## src/rtl/gray_alu_pkg.sv

```systemverilog
// Shared types and Gray-code helpers for the pipelined Gray-coded ALU.
// The helpers work on a wide vector, so callers zero-extend their operand in and cast the result down.
package gray_alu_pkg;

  localparam int GW = 64;

  typedef enum logic [1:0] {
    OP_ADD     = 2'b00,
    OP_SUB     = 2'b01,
    OP_ABSDIFF = 2'b10,
    OP_AVG     = 2'b11
  } op_e;

  // Zero bits above the caller's width leave the prefix-XOR unaffected.
  function automatic logic [GW-1:0] gray2bin(input logic [GW-1:0] g);
    logic [GW-1:0] b;
    b[GW-1] = g[GW-1];
    for (int i = GW - 2; i >= 0; i--) begin
      b[i] = g[i] ^ b[i+1];
    end
    return b;
  endfunction

  function automatic logic [GW-1:0] bin2gray(input logic [GW-1:0] b);
    return b ^ (b >> 1);
  endfunction

endpackage

```

## src/rtl/gray_alu_pipe_calc.sv

```systemverilog
// Combinational signed ALU core. It computes at WIDTH+1 bits so that carries and overflow stay visible.
module gray_alu_calc
  import gray_alu_pkg::*;
#(
  parameter int WIDTH = 4
) (
  input  logic [WIDTH-1:0] a,
  input  logic [WIDTH-1:0] b,
  input  op_e              op,
  output logic [WIDTH-1:0] r,
  output logic             zero,
  output logic             overflow
);

  logic [WIDTH:0] w_sa;
  logic [WIDTH:0] w_sb;
  logic [WIDTH:0] w_sum;
  logic [WIDTH:0] w_diff;
  logic [WIDTH:0] w_absd;

  assign w_sa   = {a[WIDTH-1], a};
  assign w_sb   = {b[WIDTH-1], b};
  assign w_sum  = w_sa + w_sb;
  assign w_diff = w_sa - w_sb;
  assign w_absd = w_diff[WIDTH] ? (~w_diff + 1'b1) : w_diff;

  always_comb begin
    r        = w_sum[WIDTH-1:0];
    overflow = w_sum[WIDTH] ^ w_sum[WIDTH-1];
    case (op)
      OP_ADD: begin
        r        = w_sum[WIDTH-1:0];
        overflow = w_sum[WIDTH] ^ w_sum[WIDTH-1];
      end
      OP_SUB: begin
        r        = w_diff[WIDTH-1:0];
        overflow = w_diff[WIDTH] ^ w_diff[WIDTH-1];
      end
      OP_ABSDIFF: begin
        // |d| is unsigned; anything at or above 2^(WIDTH-1) does not fit the signed result.
        r        = w_absd[WIDTH-1:0];
        overflow = w_absd[WIDTH] | w_absd[WIDTH-1];
      end
      OP_AVG: begin
        r        = w_sum[WIDTH:1];
        overflow = 1'b0;
      end
      default: begin
        r        = w_sum[WIDTH-1:0];
        overflow = 1'b0;
      end
    endcase
  end

  assign zero = (r == '0);

endmodule

```

## src/rtl/gray_alu_pipe.sv

```systemverilog
// Two-stage Gray-coded ALU with valid/ready backpressure, a sticky overflow flag and a delivery counter.
// Stage 1 holds the decoded operands and stage 2 holds the encoded result that drives the outputs.
module gray_alu_pipe
  import gray_alu_pkg::*;
#(
  parameter int WIDTH = 4,
  parameter int CNT_W = 16
) (
  input  logic             clk,
  input  logic             rst,
  input  logic             in_valid,
  output logic             in_ready,
  input  logic [WIDTH-1:0] g_a,
  input  logic [WIDTH-1:0] g_b,
  input  logic [1:0]       op,
  output logic             out_valid,
  input  logic             out_ready,
  output logic [WIDTH-1:0] r_gray,
  output logic             zero,
  output logic             overflow,
  output logic             ovf_sticky,
  input  logic             clr_sticky,
  output logic [CNT_W-1:0] result_cnt
);

  logic             r_v1;
  logic [WIDTH-1:0] r_a;
  logic [WIDTH-1:0] r_b;
  op_e              r_op;
  logic             r_v2;
  logic [WIDTH-1:0] r_res_gray;
  logic             r_zero;
  logic             r_ovf;
  logic             r_sticky;
  logic [CNT_W-1:0] r_cnt;

  logic             w_s1_load;
  logic             w_s2_load;
  logic             w_deliver;
  logic [WIDTH-1:0] w_a_bin;
  logic [WIDTH-1:0] w_b_bin;
  logic [WIDTH-1:0] w_r;
  logic             w_zero;
  logic             w_ovf;

  assign w_s2_load = !r_v2 || out_ready;
  assign w_s1_load = !r_v1 || w_s2_load;
  assign w_deliver = r_v2 && out_ready;

  assign w_a_bin = WIDTH'(gray2bin(GW'(g_a)));
  assign w_b_bin = WIDTH'(gray2bin(GW'(g_b)));

  gray_alu_calc #(.WIDTH(WIDTH)) u_calc (
    .a        (r_a),
    .b        (r_b),
    .op       (r_op),
    .r        (w_r),
    .zero     (w_zero),
    .overflow (w_ovf)
  );

  always_ff @(posedge clk) begin
    if (rst) begin
      r_v1       <= 1'b0;
      r_a        <= '0;
      r_b        <= '0;
      r_op       <= OP_ADD;
      r_v2       <= 1'b0;
      r_res_gray <= '0;
      r_zero     <= 1'b0;
      r_ovf      <= 1'b0;
      r_sticky   <= 1'b0;
      r_cnt      <= '0;
    end else begin
      if (w_s1_load) begin
        r_v1 <= in_valid;
        if (in_valid) begin
          r_a  <= w_a_bin;
          r_b  <= w_b_bin;
          r_op <= op_e'(op);
        end
      end
      // Stage 2 only refreshes its data when a real beat moves in, so a stalled result stays put.
      if (w_s2_load) begin
        r_v2 <= r_v1;
        if (r_v1) begin
          r_res_gray <= WIDTH'(bin2gray(GW'(w_r)));
          r_zero     <= w_zero;
          r_ovf      <= w_ovf;
        end
      end
      if (w_deliver && r_ovf) begin
        r_sticky <= 1'b1;
      end else if (clr_sticky) begin
        r_sticky <= 1'b0;
      end
      if (w_deliver && (r_cnt != {CNT_W{1'b1}})) begin
        r_cnt <= r_cnt + CNT_W'(1);
      end
    end
  end

  assign in_ready   = !r_v1 || !r_v2 || out_ready;
  assign out_valid  = r_v2;
  assign r_gray     = r_res_gray;
  assign zero       = r_zero;
  assign overflow   = r_ovf;
  assign ovf_sticky = r_sticky;
  assign result_cnt = r_cnt;

endmodule
```

## config.mk

```make
export PLATFORM = sky130hd
export DESIGN_NAME = gray_alu_pipe
export DESIGN_NICKNAME = d
export VERILOG_FILES = /design/src/rtl/gray_alu_pkg.sv /design/src/rtl/gray_alu_pipe_calc.sv /design/src/rtl/gray_alu_pipe.sv
export SDC_FILE = /design/constraint.sdc
export NUM_CORES = 1
export LEC_CHECK = 0
export BUFFER_PORTS_ARGS = -buffer_cell sky130_fd_sc_hd__buf_4
export CAP_MARGIN = 0
export CORE_MARGIN = 2
export CORE_UTILIZATION = 30
export CTS_BUF_LIST = sky130_fd_sc_hd__clkbuf_16
export CTS_CLUSTER_DIAMETER = 80
export DETAILED_ROUTE_END_ITERATION = 10
export PLACE_DENSITY = 0.46
export SETUP_SLACK_MARGIN = 0.5
export SYNTH_ARGS = -nofsm -noshare
export SYNTH_HDL_FRONTEND = slang
export SYNTH_SLANG_ARGS = --single-unit
```

## constraint.sdc

```tcl
create_clock -name clk -period 6 [get_ports clk]
set_input_delay 0.6 -clock clk [delete_from_list [all_inputs] [get_ports clk]]
set_output_delay 0.6 -clock clk [all_outputs]
set_load 0.1 [all_outputs]
```

# [Word-level counts from Yosys, hierarchy flattened]
# Cells that the tools add are included.
[totals] ff_bits=35 latchBits=0 mem_bits_rw=0 romBits=0 out_inout_bits=25 wordCells=48 n_memories=0
[classes] n_addsub=4 mul=0 div_mod_pow=0 magnitude_cmp=0 n_eq_ne=4 shift=0 muxes=5 n_bitwise=11 n_reduce_logical=14
[ops] operator="adder 16 x 1 -> 16 bit (second input constant)" n=1
[ops] operator="!= test 16 bit (second input constant)" n=1
[ops] operator="case mux 4 bit (4 select lines)" n=1
[ops] operator="bitwise XOR 1 bit" n=8
[ops] operator="adder 4 x 4 -> 5 bit" n=1
[ops] operator="adder 5 x 1 -> 5 bit (second input constant)" n=1
[ops] operator="two-way mux 5 bit" n=1
[ops] operator="inverter 5 bit" n=1
[ops] operator="subtractor 4 x 4 -> 5 bit" n=1
[ops] operator="equality test 2 bit (second input constant)" n=2
[ops] operator="logical NOT 4 bit" n=1
[ops] operator="logical OR 1 bit" n=4
[ops] operator="case mux 1 bit (4 select lines)" n=1
[ops] operator="AND reduction 2 bit" n=2
[ops] operator="bitwise XOR 4 x 3 -> 4 bit" n=1
[ops] operator="logical AND 1 bit" n=3
[ops] operator="equality test 2 x 1 -> 1 bit (second input constant)" n=1
[ops] operator="logical NOT 1 bit" n=2
[ops] operator="logical NOT 2 bit" n=1
[ops] operator="two-way mux 1 bit" n=2
[ops] operator="nonzero test 2 bit" n=1
[ops] operator="OR 1 bit" n=1

# [Logic depth before layout (Yosys ltp)]
# Gate-level depths: netlist of run 1.
[depth] word_depth=6 mapped_depth=13 depth_no_buf=13

# [By module]
# Synthesis of run 1 repeated with hierarchy kept, for this count alone.
[hier_totals] hier_cells=268 area_unflattened_um2=2265.9
[modules_own_cells] module="gray_alu_pipe" n_inst=1 cells_per_inst=187 area_per_inst_um2=1642.8
[modules_own_cells] module="gray_alu_calc" n_inst=1 cells_per_inst=81 area_per_inst_um2=623.1

# [Worst setup path after synthesis of run 1]
# No wires, ideal clock.
[synth_path] path_type="flip-flop to flip-flop" from="register r_v2, in the netlist out_valid" to="register r_a[1]" setup_time_ps=128 t_arrival_ps=2697 slack_ps=3176 stages_incl_launch_ff=8 path_buffers=1 synth_period_minus_slack_ps=2824 path_cell_list="dfxtp_1 nor2b_1 nand2_1 nand2_1 clkbuf_1 nor2_1 a21oi_1 nor2_1"
[synth_between] elab_chain_cells=4
[synth_rtl] item="from (decl)" line_no="gray_alu_pipe.sv:30" rtl="logic r_v2;"
[synth_rtl] item="from (signal assigned)" line_no="gray_alu_pipe.sv:85" rtl="r_v2 <= r_v1;"
[synth_rtl] item="logical NOT 1 bit" line_no="gray_alu_pipe.sv:46" rtl="assign w_s2_load = !r_v2 || out_ready;"
[synth_rtl] item="logical OR 1 bit" line_no="gray_alu_pipe.sv:46"
[synth_rtl] item="logical OR 1 bit" line_no="gray_alu_pipe.sv:47" rtl="assign w_s1_load = !r_v1 || w_s2_load;"
[synth_rtl] item="AND reduction 2 bit (no line)"
[synth_rtl] item="to (signal assigned)" line_no="gray_alu_pipe.sv:78" rtl="r_a <= w_a_bin;"
[synth_rtl] item="to (decl)" line_no="gray_alu_pipe.sv:27" rtl="logic [WIDTH-1:0] r_a;"
# No other way between the ends.
# A chain may end at the register's enable or synchronous reset.

# [Worst setup path in the final report of run 1]
[layout_path] from="register r_b[3]" to="register r_res_gray[2], in the netlist r_gray[2]"
[layout_between] elab_chain_cells=6 elab_cells_between_ends=7 classes_between="add/sub (3); mux (2); bitwise (2)"
[layout_rtl] item="from (decl)" line_no="gray_alu_pipe.sv:28" rtl="logic [WIDTH-1:0] r_b;"
[layout_rtl] item="from (signal assigned)" line_no="gray_alu_pipe.sv:79" rtl="r_b <= w_b_bin;"
[layout_rtl] item="subtractor 4 x 4 -> 5 bit" line_no="gray_alu_pipe_calc.sv:24" rtl="assign w_diff = w_sa - w_sb;"
[layout_rtl] item="inverter 5 bit" line_no="gray_alu_pipe_calc.sv:25" rtl="assign w_absd = w_diff[WIDTH] ? (~w_diff + 1'b1) : w_diff;"
[layout_rtl] item="adder 5 x 1 -> 5 bit" line_no="gray_alu_pipe_calc.sv:25"
[layout_rtl] item="two-way mux 5 bit" line_no="gray_alu_pipe_calc.sv:25"
[layout_rtl] item="case mux 4 bit (4 select lines) (*)" line_no="gray_alu_pipe_calc.sv:30" rtl="case (op)"
[layout_rtl] item="bitwise XOR 4 x 3 -> 4 bit (*)" line_no="gray_alu_pkg.sv:25" rtl="return b ^ (b >> 1);"
[layout_rtl] item="to (signal assigned)" line_no="gray_alu_pipe.sv:87" rtl="r_res_gray <= WIDTH'(bin2gray(GW'(w_r)));"
[layout_rtl] item="to (decl)" line_no="gray_alu_pipe.sv:31" rtl="logic [WIDTH-1:0] r_res_gray;"
# Every way passes the cells marked *; elsewhere a longest branch is shown, timed or not.

==> impl_results.md, run 1 <==
* Ranking of synthesized cells by area: dfxtp_1 33%, ha_1 7.1%, xor2_1 6.7%
* Final std cells w/o fill at ~380
* Dpl cell area at 2460 um^2
* I/O pins at 40
* Clock root buffer: clkbuf_16
* Per-cell routed wire length at roughly 13 um
* Post-CTS Setup Bufs at 0
* Seq/Total Area, Yosys at between 30% and 40%
* DRC viols at 0
* Fin crit period at roughly 2.7 ns
* DR iter-0 viols at 50
* Yosys reg bits at 35
* Final wirelength at 4.77 mm
* CTS Buffer Depth at 2
* EDFF count, synth at 0
* Yosys top cell area share at 33.3%
* Post-DP HPWL at ~3.5 mm
* Largest family of logic cells by synthesized area: simple AND/OR/NAND/NOR gates
* Cells after Synth at ~240
* Fin Setup TNS at 0 ns
* Initial core utilization at 31.0%
* Flop pwr share at a little over a third
* Startpoint types: flop
* Status: complete, no violations
* Die outline area at between 7000 and 8000 um^2
* Die Ht at between 80 and 90 um
* H-Tree Depth at 2
* F_max at approximately 360 MHz
* Critical path type: reg -> reg
* Crit-path max FO at 12
* CP max-delay cell: ha_1
* Synth Area in Compound Gates at between 10% and 20%
* Hold slack at between 0.4 and 0.5 ns
* Vias in the first global route at around 1.8k
* Number of routed nets with antenna violations at 0
* Predominant post-synthesis flop cell: dfxtp_1
* RSZ-0062 raised after global routing: false
* Post-Synth XOR/XNOR Area at about an eighth
* Cells after DPL at approximately 370
* Worst skew pair latency at 0.28 ns
* Antenna diodes at 0
* Sw Pwr at around 230 uW
* CP max stage delay at 0.58 ns
* Mux contribution to synthesized area at under 10%
* Layout cells sized above 1 at between 20% and 30%
* Gpl congestion at 0.908
* CTS buffer count at 5
* CP dominant cell by count: ha_1
* CP arrival at 2.90 ns
* First-pass GRT wire length at 8.47 mm
* Gate power share at 28.4%
* Port bufs at 39
* CP delay by family, top: adder cells
* Critical path buffers and inverters at 1
* Post-Syn Area per Cell at between 8 and 9 um^2
* Distinct cells, synth at 48
* Internal power at 474 uW
* VDD IR max at roughly 0.00013 V
* Largest net degree at the start of global routing at 37
* Largest area contributor in the netlist: dfxtp_1
* Final instance area at roughly 2600 um^2
* Initial antenna violation count at 0
* Commonest non-fill, non-tap cell in the layout: buf_4
* Switching Share at 32.8%
* Most frequent cells in the layout: 39 x buf_4, 35 x dfxtp_1, 33 x nor2_1, 25 x nand2_1, 18 x a21oi_1
* NumNets Final at 307
* Period utilization at 45.8%
* Clk slew on worst S/H paths at approximately 0.060 ns
* Pre-antenna DRT Iters at 4
* Final hold violation count at 0
* Endpoint class of the critical path: flop
* Area Growth Syn to Fin at 23.7%
* Total track usage at approximately 14%
* Relative slew slack at between 40% and 50%
* Crit path cell chain: inv_1, ha_1, nor3b_1, a2bb2oi_2, nand2b_1, xnor2_1, mux4_2, ha_1, nand2_1, a21oi_1
* Core Rows at 30
* TritonCTS clock tree: yes
* Synth warn at 0
* Grt total ovfl at 0
* Post-Synth Simple-Gate Area at 25.4%
* Max Clock Skew at between 0.003 and 0.004 ns
* Clk sinks at 35
* Final setup fails at 0
* # Max-Cap Violations at 0
* Pwr dens at roughly 270 nW/um^2
* Worst slew pin tran at ~0.84 ns
* Adder-Cell Fraction of Synth Area at under 10%
* Leak pwr at approximately 0.0011 uW
* Post-CTS sizing at 0
* Die width at between 80 and 90 um
* CTS hold repair buffers at 0
* Worst EP required at 6.15 ns
* Synthesized net count at between 200 and 300
* Path type of the worst min-delay path: reg -> reg
* Via count at about 1.7k
* Synthesized area at around 2100 um^2
* Clock Power Share at ~36%
* Core Region at about 6800 um^2
* Vias/cell at around 4.6
* Async S/R FF share, synth at 0%
* Filler cells at roughly 720
* Fin. max-slew vios at 0
path summary, 6_finish.rpt:
kind	slack (ns)	to	depth (start not counted)	from
hold reg to reg	0.46	zero	2	zero
setup / recovery	3.25	r_gray[2]	10	r_b[3]
hold / removal	0.46	zero	2	zero
setup reg to reg	3.25	r_gray[2]	10	r_b[3]
worst register-to-register path, cell delays in order (launching register included):
cell,delay (ns)
dfxtp_1,0.34
inv_1,0.05
ha_1,0.58
nor3b_1,0.30
a2bb2oi_2,0.13
nand2b_1,0.20
xnor2_1,0.13
mux4_2,0.49
ha_1,0.30
nand2_1,0.05
a21oi_1,0.05
registers in the layout, indices dropped and copies added (netlist names):
name,flops
result_cnt,16
r_a,4
r_b,4
r_gray,4
r_op,2
out_valid,1
overflow,1
ovf_sticky,1
r_v1,1
zero,1
power groups by stage:
stage	combinational, uW	clock (uW)	sequential (uW)
global route	225	270	255
floorplan	128	0	291
global placement	202	0	258
finish	200	251	253
CTS	202	260	253
detailed placement	200	0	259
cell type report:
type | instances | area, um^2 | share of cell area (%)
sequential | 35 | 701 | 26.9
clock inverter | 3 | 16.3 | 0.625
timing repair buffer | 39 | 293 | 11.2
multi-input combinational | 187 | 1310 | 50.3
inverter | 10 | 37.5 | 1.44
tap | 96 | 120 | 4.62
clock buffer | 5 | 125 | 4.81
stage by stage:
step | power [uW] | utilization, % | setup WS [ns]
2_1_floorplan | 419 | - | 3.18
3_3_place_gp | 460 | 36.2 | 3.24
3_5_place_dp | 459 | 36.2 | 3.26
4_1_cts | 716 | 38.3 | 3.22
5_1_grt | 750 | 38.3 | 3.04
6_report | 705 | 38.3 | 3.25
synth_stat cells (2+ instances only):
master    number
dfxtp_1       35
nor2_1        33
nand2_1       25
a21oi_1       18
xor2_1        16
ha_1          12
inv_1         10
xnor2_1        9
nand2b_1       7
nand3_1        7
nand4_1        6
clkbuf_1       5
and3_1         4
a211oi_1       3
and4_1         3
mux2i_1        3
nand3b_1       3
o21ai_0        3
a211oi_2       2
a22oi_1        2
fa_1           2
mux4_2         2
nor2b_1        2
nor3_1         2
nor3b_1        2
nor3b_2        2
o21a_1         2
layer usage:
layer	routed length (um)	share of wire [%]	up-vias	GRT usage (%)
li1	-	-	897	-
met3	130	2.7	4	3.96
met1	2360	50	793	19.4
met2	2240	47	26	22.2
met5	0	0	-	0
met4	40	0.84	0	3.78
cell families (layout without fill, tap and decap cells):
group | after synthesis | after routing
xor gates and xnor gates | 26 | 26
adders and majority gates | 14 | 14
buffers and inverters | 19 | 57
muxes | 7 | 7
AOI/OAI and AO/OA | 36 | 36
DFF | 35 | 35
and+or+nand+nor | 104 | 104
No activity file was read; power rests on OpenSTA's default activity.
==> inputs of run 2 (changes only) <==
--- a/config.mk
+++ b/config.mk
@@ -5,6 +5,7 @@
 export SDC_FILE = /design/constraint.sdc
 export NUM_CORES = 1
 export LEC_CHECK = 0
+export ABC_AREA = 1
 export BUFFER_PORTS_ARGS = -buffer_cell sky130_fd_sc_hd__buf_4
 export CAP_MARGIN = 0
 export CORE_MARGIN = 2
==> constraint.sdc (replaced) <==
create_clock -name clk -period 2.85 [get_ports clk]
set_input_delay 0.285 -clock clk [delete_from_list [all_inputs] [get_ports clk]]
set_output_delay 0.285 -clock clk [all_outputs]
set_load 0.1 [all_outputs]
==> run 2 against run 1 <==
  * Cell area increased by 14%
  * Critical endpoint is now r_gray[0]
  * Die area grew 10%
  * Utilization rose by 0.63 points
  * Via count up 30%
  * Sequential share of layout area down 3.3 points
  * Largest cell class unchanged
  * Area after synthesis is 11% higher
  * Sequential power up 110%
  * Register-to-register slack lost 2.7 ns
  * Power rose by 120%
==> impl_results.md, run 2 <==
* F_max at between 400 and 500 MHz
* Predominant post-synthesis flop cell: dfxtp_1
* Period utilization at around 80%
* Worst reg2reg setup slack at between 0.5 and 0.6 ns
* Core Rows at 32
* CTS Buffer Depth at 2
* Die outline area at between 8000 and 9000 um^2
* Path type of the worst min-delay path: in -> reg
* H-Tree Depth at 2
* Area Growth Syn to Fin at 27.5%
* Total power at roughly 1600 uW
* Clk slew on worst S/H paths at 0.06 ns
* Worst EP required at 3.02 ns
* Status: complete, no violations
* Yosys top cell area share at ~30%
* Total track usage at 15.1%
* Post-DP HPWL at approximately 4.6 mm
* Async S/R FF share, synth at 0%
* Most common cell in the netlist: nand2_1
* Layout cells sized above 1 at between 20 and 30%
* # Max-Cap Violations at 0
* Final wirelength at roughly 6.0 mm
* EDFF count, synth at 0
* VDD IR max at about 0.00022 V
* Max reg flops at 16
* First-pass GRT wire length at approximately 10 mm
* Fin. max-slew vios at 0
* Commonest non-fill, non-tap cell in the layout: nand2_1
* Core Region at ~7600 um^2
* Ranking of synthesized cells by area: dfxtp_1 30%, nand2_1 13%, inv_1 7.4%
* TritonCTS clock tree: yes
* Port bufs at 39
* Worst slew pin tran at 0.647 ns
* Post-Syn Area per Cell at approximately 6.9 um^2
* Initial core utilization at between 30% and 40%
* Synthesized net count at 367
* Largest net degree at the start of global routing at 22
* Distinct cells, synth at 38
* Startpoint types: flop
* Synth top cells by count: 79 x nand2_1, 46 x inv_1, 35 x dfxtp_1, 28 x nand3_1, 27 x nor2_1
* I/O pins at 40
* Vias/cell at roughly 4.6
* CTS buffer count at 5
* Footprint of the multi-input gates at between 1000 and 1500 um^2
* Gpl congestion at around 0.85
* Worst skew pair latency at 0.28 ns
* Largest area contributor in the netlist: dfxtp_1
* Clk sinks at 35
* Initial antenna violation count at 0
* Leak pwr at roughly 0.0014 uW
* Pwr dens at 529 nW/um^2
* Die width at between 90 and 100 um
* Synthesized area at 2340 um^2
* Pre-antenna DRT Iters at 4
* Fin Setup TNS at 0 ns
* DRC viols at 0
* CP arrival at between 2 and 2.5 ns
* Final setup fails at 0
* Antenna diodes at 0
* Per-cell routed wire length at 12.3 um
* Cells after Synth at 338
* Seq/Total Area, Yosys at 30.0%
* Register area at between 700 and 800 um^2
* Max Clock Skew at 0.00643 ns
* Synth warn at 0
* Vias in the first global route at between 2k and 2.5k
* Relative slew slack at 56.8%
* NumNets Final at 415
* RSZ-0062 raised after global routing: true
* Clock root buffer: clkbuf_16
* DR iter-0 viols at between 80 and 90
* Filler cells at between 800 and 900
* Fin crit period at ~2.3 ns
* Critical path type: reg -> reg
* Most frequent cells in the layout: 78 x nand2_1, 47 x buf_4, 44 x inv_1, 32 x dfxtp_1, 28 x nand3_1
* Via count at 2230
* Die Ht at just over 90 um
* Crit-path max FO at 4
* Endpoint class of the critical path: flop
* Final hold violation count at 0
* Yosys reg bits at 35
* Grt total ovfl at 0
* CTS hold repair buffers at 0
* Number of routed nets with antenna violations at 0
## run 2: cell count changes after synthesis, sizes merged, moves of 10 or more
| cell | before | now |
|---|---|---|
| o21ai | 3 | 25 |
| inv | 10 | 52 |
| nand3 | 7 | 30 |
| xor2 | 16 | 6 |
| nand2 | 26 | 88 |
## run 2: timing repair
action	in CTS	in global routing
endpoints found under the setup margin	2	3
pin swaps	0	12
endpoints found under the hold margin	0	0
buffers inserted	1	7
gates resized for setup	4	17
## run 2: area by class of cell
cell class,instances,share of cell area (%)
Clock inverter,3,0.420
Inverter,53,7.02
Sequential cell,35,23.7
Clock buffer,5,4.20
Tap cell,102,4.29
Timing Repair Buffer,47,11.8
Multi-Input combinational cell,244,48.6
## run 2: through the flow
stage | cells | worst slack [ns] | hold WS (ns) | area [um^2] | util [%]
after floorplan | 338 | 0.576 | 0.361 | 2340 | -
after global placement | 473 | 0.492 | 0.455 | 2710 | 35.5
after detailed placement | 473 | 0.460 | 0.458 | 2710 | 35.5
after CTS | 482 | 0.503 | 0.251 | 2860 | 37.5
after global routing | 489 | 0.473 | 0.268 | 2980 | 38.9
final | 489 | 0.580 | 0.251 | 2980 | 38.9
## run 2: power breakdown
part | total (uW) | internal [uW] | switching, uW
clock network | 528 | 316 | 212
registers | 534 | 512 | 21.7
logic | 513 | 195 | 317
## run 2: cell families after synthesis
logic type | after synthesis | synth area share (%)
AND/OR/NAND/NOR | 163 | 32.9
XOR/XNOR | 11 | 4.12
AO/OA/AOI/OAI | 56 | 14.3
adder cells (fa/ha/maj) | 14 | 8.14
buffers and inverters | 59 | 10.6
flip-flops | 35 | 30.0
## run 2: final timing paths
kind,cells after the start,from,endpoint
worst max-delay path,14,r_a[0],r_gray[0]
worst min-delay path,3,g_a[3],r_a[3]
worst max register to register,14,r_a[0],r_gray[0]
worst min register to register,2,ovf_sticky,ovf_sticky
## run 2: critical path, cell delays in order (launching register included)
cell and delay (ns):
dfxtp_2 0.32, inv_2 0.07, ha_4 0.13, inv_4 0.03, fa_2 0.55, inv_4 0.05
ha_4 0.24, inv_1 0.03, nand2_1 0.06, nand3_1 0.07, nand2_1 0.10, nand2_2 0.09
ha_4 0.24, o21ai_1 0.12, nor2_1 0.06
## run 2: routing by layer
| metal | routed length, um | global-route usage (%) | up-vias |
|---|---|---|---|
| li1 | - | - | 1181 |
| met5 | 0 | 0 | - |
| met2 | 2590 | 23.6 | 48 |
| met3 | 226 | 3.12 | 8 |
| met4 | 76 | 3.73 | 0 |
| met1 | 3110 | 21.2 | 993 |
